File: src/rtl/multi_cycle_control.sv
// multi_cycle_control: FSM sequencer for the multi-cycle MIPS-subset datapath.
// Steps fetch, decode, execute, memory and write-back and drives every
// datapath control input. Outputs are a Moore decode of the state, except:
// PCWr in BRANCH follows zero, run gates FETCH, and reset forces all outputs low.
module multi_cycle_control #(
   parameter bit FETCH_ONLY_HOLD = 1'b1
) (
   input  logic       clk,
   input  logic       reset,
   input  logic       run,
   input  logic [5:0] opcode,
   input  logic [5:0] funct,
   input  logic       zero,
   output logic       PCWr,
   output logic       Iord,
   output logic       MemWrite,
   output logic       MemRead,
   output logic       IRwrite,
   output logic       MemtoReg,
   output logic       RegWrite,
   output logic       RegDst,
   output logic       ALUSrcA,
   output logic [1:0] ALUSrcB,
   output logic [2:0] Operation_ALU,
   output logic [1:0] PCSource,
   output logic [3:0] state,
   output logic       illegal
);

   typedef enum logic [3:0] {
      FETCH  = 4'd0,
      DECODE = 4'd1,
      MEMADR = 4'd2,
      MEMRD  = 4'd3,
      MEMWB  = 4'd4,
      MEMWR  = 4'd5,
      EXEC   = 4'd6,
      RTWB   = 4'd7,
      BRANCH = 4'd8,
      JUMP   = 4'd9,
      ADDIEX = 4'd10,
      ADDIWB = 4'd11
   } state_t;

   localparam logic [5:0] OP_RTYPE = 6'h00;
   localparam logic [5:0] OP_LW    = 6'h23;
   localparam logic [5:0] OP_SW    = 6'h2B;
   localparam logic [5:0] OP_BEQ   = 6'h04;
   localparam logic [5:0] OP_J     = 6'h02;
   localparam logic [5:0] OP_ADDI  = 6'h08;

   state_t     state_q;
   logic       fetch_hold;
   logic [2:0] rt_op;
   logic       rt_ok;

   assign fetch_hold = FETCH_ONLY_HOLD && !run;

   // Decode the R-type funct field into an ALU operation and a legality flag.
   always_comb begin
      rt_op = 3'b000;
      rt_ok = 1'b1;
      case (funct)
         6'h20:   rt_op = 3'b000;
         6'h22:   rt_op = 3'b001;
         6'h24:   rt_op = 3'b010;
         6'h25:   rt_op = 3'b011;
         6'h26:   rt_op = 3'b100;
         default: rt_ok = 1'b0;
      endcase
   end

   // State register: sequences each instruction and returns to FETCH.
   always_ff @(posedge clk) begin
      if (reset) begin
         state_q <= FETCH;
      end else begin
         case (state_q)
            FETCH:  if (!fetch_hold) state_q <= DECODE;
            DECODE: begin
               case (opcode)
                  OP_RTYPE:     state_q <= EXEC;
                  OP_LW, OP_SW: state_q <= MEMADR;
                  OP_BEQ:       state_q <= BRANCH;
                  OP_J:         state_q <= JUMP;
                  OP_ADDI:      state_q <= ADDIEX;
                  default:      state_q <= FETCH;
               endcase
            end
            MEMADR: state_q <= (opcode == OP_LW) ? MEMRD : MEMWR;
            MEMRD:  state_q <= MEMWB;
            EXEC:   state_q <= RTWB;
            ADDIEX: state_q <= ADDIWB;
            default: state_q <= FETCH;
         endcase
      end
   end

   // Control output decode from the current state; reset silences everything.
   always_comb begin
      PCWr          = 1'b0;
      Iord          = 1'b0;
      MemWrite      = 1'b0;
      MemRead       = 1'b0;
      IRwrite       = 1'b0;
      MemtoReg      = 1'b0;
      RegWrite      = 1'b0;
      RegDst        = 1'b0;
      ALUSrcA       = 1'b0;
      ALUSrcB       = 2'b00;
      Operation_ALU = 3'b000;
      PCSource      = 2'b00;
      illegal       = 1'b0;
      state         = '0;
      if (!reset) begin
         state = state_q;
         case (state_q)
            FETCH: begin
               if (!fetch_hold) begin
                  MemRead = 1'b1;
                  IRwrite = 1'b1;
                  ALUSrcB = 2'b01;
                  PCWr    = 1'b1;
               end
            end
            DECODE: begin
               ALUSrcB = 2'b11;
               case (opcode)
                  OP_RTYPE, OP_LW, OP_SW, OP_BEQ, OP_J, OP_ADDI: illegal = 1'b0;
                  default: illegal = 1'b1;
               endcase
            end
            MEMADR: begin
               ALUSrcA       = 1'b1;
               ALUSrcB       = 2'b10;
               Operation_ALU = (opcode == OP_LW) ? 3'b101 : 3'b110;
            end
            MEMRD: begin
               MemRead = 1'b1;
               Iord    = 1'b1;
            end
            MEMWB: begin
               MemtoReg = 1'b1;
               RegWrite = 1'b1;
            end
            MEMWR: begin
               MemWrite = 1'b1;
               Iord     = 1'b1;
            end
            EXEC: begin
               ALUSrcA       = 1'b1;
               Operation_ALU = rt_op;
               illegal       = !rt_ok;
            end
            RTWB: begin
               RegDst   = 1'b1;
               RegWrite = rt_ok;
            end
            BRANCH: begin
               ALUSrcA       = 1'b1;
               Operation_ALU = 3'b111;
               PCSource      = 2'b01;
               PCWr          = zero;
            end
            JUMP: begin
               PCSource = 2'b10;
               PCWr     = 1'b1;
            end
            ADDIEX: begin
               ALUSrcA = 1'b1;
               ALUSrcB = 2'b10;
            end
            ADDIWB: RegWrite = 1'b1;
            default: state = state_q;
         endcase
      end
   end

endmodule

File: config.mk
export PLATFORM = sky130hd
export DESIGN_NAME = multi_cycle_control
export DESIGN_NICKNAME = d
export VERILOG_FILES = /design/src/rtl/multi_cycle_control.sv
export SDC_FILE = /design/constraint.sdc
export NUM_CORES = 1
export LEC_CHECK = 0
export BUFFER_PORTS_ARGS = -buffer_cell sky130_fd_sc_hd__buf_2
export CAP_MARGIN = 20
export CORE_UTILIZATION = 39
export DETAILED_ROUTE_END_ITERATION = 10
export PLACE_DENSITY = 0.74
export SLEW_MARGIN = 40
export SYNTH_ARGS = -nofsm -noshare
export SYNTH_HDL_FRONTEND = slang
export SYNTH_SLANG_ARGS = --single-unit
File: constraint.sdc
create_clock -name clk -period 1.4 [get_ports clk]
set_input_delay 0.21 -clock clk [delete_from_list [all_inputs] [get_ports clk]]
set_output_delay 0.21 -clock clk [all_outputs]
set_load 0.03 [all_outputs]
==> metrics.md, run 1 <==
| Metric | Value |
|---|---|
| Outcome | `aborted with a tool error` |
| Fail Step | `4_1_cts` |
| Halt Reason | `[ERROR DPL-0038] Utilization greater than 100%, impossible to legalize` |
| Chip width | `43.6 um` |
| Die Y | `43.6 um` |
| Syn Area/Cell | `6.81 um2` |
| Post-Syn Instances | `99` |
| Seq cells post-synth | `4` |
| CTS Hold Buffers Added | `0` |
| Pre-CTS setup slack | `-424 ps` |
| Num CTS Buffers | `3` |
| Cts repair resizes | `72` |
| GP Congestion | `0.908` |
| H-tree levels | `1` |
| Port Buffers | `36` |
| Maximum root-to-sink buffer count | `2` |
| Ports | `37` |
| Total setup buffers inserted after CTS | `7` |
| DP HPWL | `2200 um` |
| Row count | `14` |
| Root Buffer | `clkbuf_4` |
| Starting density of the core | `0.433` |
| YS warnings | `0` |
| Netlist cell types | `43` |
| Synthesized Nets | `115` |
| Mapped Area | `674 um2` |
| Seq/Total Area, Yosys | `0.119` |
| Clk sinks | `4` |
## Yosys cell counts (all sizes together)
master / number / area (um2)
a211oi: 3 / 27.5
a21boi: 1 / 7.51
a21o: 1 / 7.51
a21oi: 7 / 35.0
a31o: 2 / 17.5
a41oi: 1 / 8.76
and2b: 1 / 8.76
and3: 2 / 12.5
and4b: 1 / 10.0
buf: 4 / 31.3
clkbuf: 3 / 22.5
dfxtp: 4 / 80.1
inv: 3 / 11.3
mux2i: 1 / 10.0
nand2: 5 / 18.8
nand2b: 7 / 51.3
nand3: 2 / 10.0
nand4: 2 / 12.5
nor2: 11 / 41.3
nor2b: 2 / 12.5
nor3: 12 / 60.1
nor3b: 4 / 30.0
nor4: 1 / 6.26
o2111ai: 1 / 8.76
o211ai: 1 / 7.51
o21ai: 4 / 20.0
o21bai: 1 / 7.51
o22a: 1 / 8.76
o22ai: 1 / 6.26
o31ai: 2 / 15.0
o32ai: 1 / 8.76
or2: 1 / 6.26
or3: 2 / 17.5
or3b: 1 / 8.76
xnor2: 2 / 17.5
xor2: 1 / 8.76
## kinds of logic after synthesis
family,share of synthesized area
and+or+nand+nor,0.455
AOI/OAI and AO/OA,0.276
buffers and inverters,0.0964
DFF,0.119
xor gates and xnor gates,0.0390
muxes,0.0148
## stage by stage
step | hold WS (ps) | area [um2] | cells
2_1_floorplan | 364 | 813 | 99
3_3_place_gp | 556 | 1280 | 186
3_5_place_dp | 562 | 1280 | 186
==> inputs of run 2 (changes only) <==
--- a/config.mk
+++ b/config.mk
@@ -7,9 +7,10 @@
 export LEC_CHECK = 0
 export BUFFER_PORTS_ARGS = -buffer_cell sky130_fd_sc_hd__buf_2
 export CAP_MARGIN = 20
-export CORE_UTILIZATION = 39
+export CORE_AREA = 2 2 63 65
 export DETAILED_ROUTE_END_ITERATION = 10
-export PLACE_DENSITY = 0.74
+export DIE_AREA = 0 0 65 67
+export PLACE_DENSITY_LB_ADDON = 0.15
 export SLEW_MARGIN = 40
 export SYNTH_ARGS = -nofsm -noshare
 export SYNTH_HDL_FRONTEND = slang
==> constraint.sdc (replaced) <==
create_clock -name clk -period 1.82 [get_ports clk]
set_input_delay 0.273 -clock clk [delete_from_list [all_inputs] [get_ports clk]]
set_output_delay 0.273 -clock clk [all_outputs]
set_load 0.03 [all_outputs]
==> run 2 against run 1 <==
The flow now finishes, with violations (setup timing). Synthesized cell count unchanged. Area after synthesis unchanged.
==> metrics.md, run 2 <==
| Metric | Value |
|---|---|
| Vias | `930` |
| Final min period | `1860 ps` |
| Worst r2r path cells | `5` |
| Outcome | `finished with violations (was aborted with a tool error)` |
| Core ar. | `roughly 3600 um2` |
| Biggest regs | `state_q (4)` |
| Starting density of the core | `0.187 (was 0.433)` |
| Final Power | `0.000419 W` |
| Commonest non-fill, non-tap cell in the layout | `buf_2` |
| Area leader, netlist | `dfxtp_1 (unchanged)` |
| # diodes | `0` |
| YS warnings | `0 (unchanged)` |
| Number of setup violations in the final report | `2` |
| Worst-Skew Late Latency | `210 ps` |
| Number of remaining DRC errors | `0` |
| Unrepaired setup endpoints after global routing | `yes` |
| Biggest register | `state_q` |
| Pwr/cell area | `378 nW/um2` |
| Total grt overflow | `0` |
| CTS Hold Buffers Added | `0 (unchanged)` |
| Seq/Total Area, Yosys | `0.119 (unchanged)` |
| CP max FO | `2` |
| Die Y | `67 um (was 43.6 um)` |
| Setup TNS | `-53.2 ps` |
| Reg-to-reg startpoint | `state_q[1]$_SDFFE_PP0P_` |
| Row count | `22 (was 14)` |
| Seq cells post-synth | `4 (unchanged)` |
| 1st-iter DRT viols | `58` |
| Mapped Area | `674 um2 (unchanged)` |
| CP required | `between 1500 and 2000 ps` |
| Num CTS Buffers | `3 (unchanged)` |
| Peak Freq | `between 500 and 600 MHz` |
| Violated checks | `setup timing` |
| Area growth from synthesis to layout | `64.4%` |
| Share of cells above drive strength 1 | `0.527` |
| Hold path depth | `3` |
| Hold path start | `opcode[1]` |
| Netlist cell types | `43 (unchanged)` |
| Initial antenna violation count | `0` |
| Fin crit share | `1.02` |
| Actual slew at the worst max-slew pin | `around 330 ps` |
| Full die area | `4360 um2` |
| Synthesized Nets | `115 (unchanged)` |
| Final hold viol count | `0` |
| Number of flip-flops in the largest register | `4` |
| Ports | `37 (unchanged)` |
| GP Congestion | `0.785 (was 0.908)` |
| Vias in the first global route | `around 900` |
| Setup CP Type | `input pin to primary output` |
| Critical path origin | `opcode[4]` |
| First-pass GRT wire length | `between 4000 and 5000 um` |
| Total Routing Usage GR | `0.119` |
| Peak supply drop | `0.000204 V` |
| Max-slew headroom | `0.780` |
| CTS tree | `done` |
| Post-synth top area share | `0.119 (unchanged)` |
| DRT Wirelength | `2430 um` |
| Most frequent cells in the layout | `buf_2, buf_4, nor2_1, nor3_1, a21oi_1` |
| DP HPWL | `2030 um (was 2200 um)` |
| Total of max-cap violations | `0` |
| Maximum root-to-sink buffer count | `2 (unchanged)` |
| Chip width | `65 um (was 43.6 um)` |
| Predominant post-synthesis flop cell | `dfxtp_1 (unchanged)` |
| P_leak | `between 0.4 and 0.5 nW` |
| Setup ws final | `-43.4 ps` |
| Synth area leaders | `dfxtp_1, nor3_1, nor2_1 (unchanged)` |
| Vias/cell | `4.79` |
| Worst R2R Setup Slack | `400 ps` |
| Count leader, synth | `nor3_1 (unchanged)` |
| Non-filler cells, final | `194` |
| Final core utilization | `0.307` |
| Final nets | `164` |
| Port Buffers | `36 (unchanged)` |
| H-tree levels | `1 (unchanged)` |
| Post-detailed-route wirelength per cell | `roughly 13 um` |
| Syn Area/Cell | `6.81 um2 (unchanged)` |
| Post-Syn Instances | `99 (unchanged)` |
| Largest net degree at the start of global routing | `11` |
| DR pass1 iterations | `5` |
| Post-synth top cells | `nor3_1, nor2_1, a21oi_1, nand2b_1, nand2_1 (unchanged)` |
| Post-synth EDFFs | `0 (unchanged)` |
| Worst Hold Class | `input pin to register` |
| Root Buffer | `clkbuf_8 (was clkbuf_4)` |
| Clk sinks | `4 (unchanged)` |
| Endpoint class of the critical path | `primary output` |
| Synth async-reset ratio | `0 (unchanged)` |
| Crit path DAT | `between 1500 and 2000 ps` |
| Startpoint Class | `input pin` |
| Detail Route Antenna Nets | `0` |
| Pins Over Slew Limit | `0` |
| Placed cell count | `191 (was 186)` |
| Clock Pin Slew Worst Setup and Hold Paths | `30 ps` |
| Worst Clk Skew | `2.72 ps` |
-- run 2: cell counts after synthesis --
Identical to the previous run, type by type.
-- run 2: worst paths after layout --
kind | endpoint
worst max-delay path | Operation_ALU[0]
worst min-delay path | state_q[0]$_SDFFE_PP0P_
worst max register to register | state_q[2]$_SDFFE_PP0P_
worst min register to register | state_q[0]$_SDFFE_PP0P_
-- run 2: area by class of cell --
type	instances	area, um2
timing repair buffer	51	323
sequential	4	85.1
fill	419	2500
multi-input combinational	85	588
inverter	3	11.3
tap	48	60.1
clock buffer	3	41.3
-- run 2: cells by family after synthesis --
family	Yosys count	synth area share
XOR/XNOR	3	0.0390
buffers and inverters	10	0.0964
AND/OR/NAND/NOR	54	0.455
flip-flops	4	0.119
multiplexers	1	0.0148
AO/OA/AOI/OAI	27	0.276
-- run 2: per-stage QoR --
step	cell area, um2	hold WS [ps]	setup slack (ps)
after CTS	1090	369	-81.6
after detailed placement	1020	588	-162
after floorplan	717	427	-86.6
after global placement	1020	589	-159
final	1110	365	-43.4
after global routing	1110	410	-79.5
-- run 2: critical path, stage by stage --
cell and delay (ps):
buf_6 90, or3_4 380, or3_4 330, nand2b_4 150
a211oi_4 200, buf_6 160
-- run 2: power by group --
group	total [W]	switching, W	internal [W]
Sequential	0.0000959	0.00000501	0.0000909
Combinational	0.000138	0.0000795	0.0000585
Clock	0.000185	0.0000438	0.000141
Total	0.000419	0.000128	0.000290
-- run 2: routing by layer --
layer | part of all wire | GRT usage
met5 | 0 | 0
met1 | 0.46 | 0.152
met2 | 0.47 | 0.201
met3 | 0.070 | 0.0287
met4 | 0 | 0.0239
-- run 2: timing repair --
action,CTS,global route
resized for setup,8,10
setup buffers,0,0
endpoints found under the setup margin,4,8
pin swaps,3,1
Power figures use the tool's default switching activity.
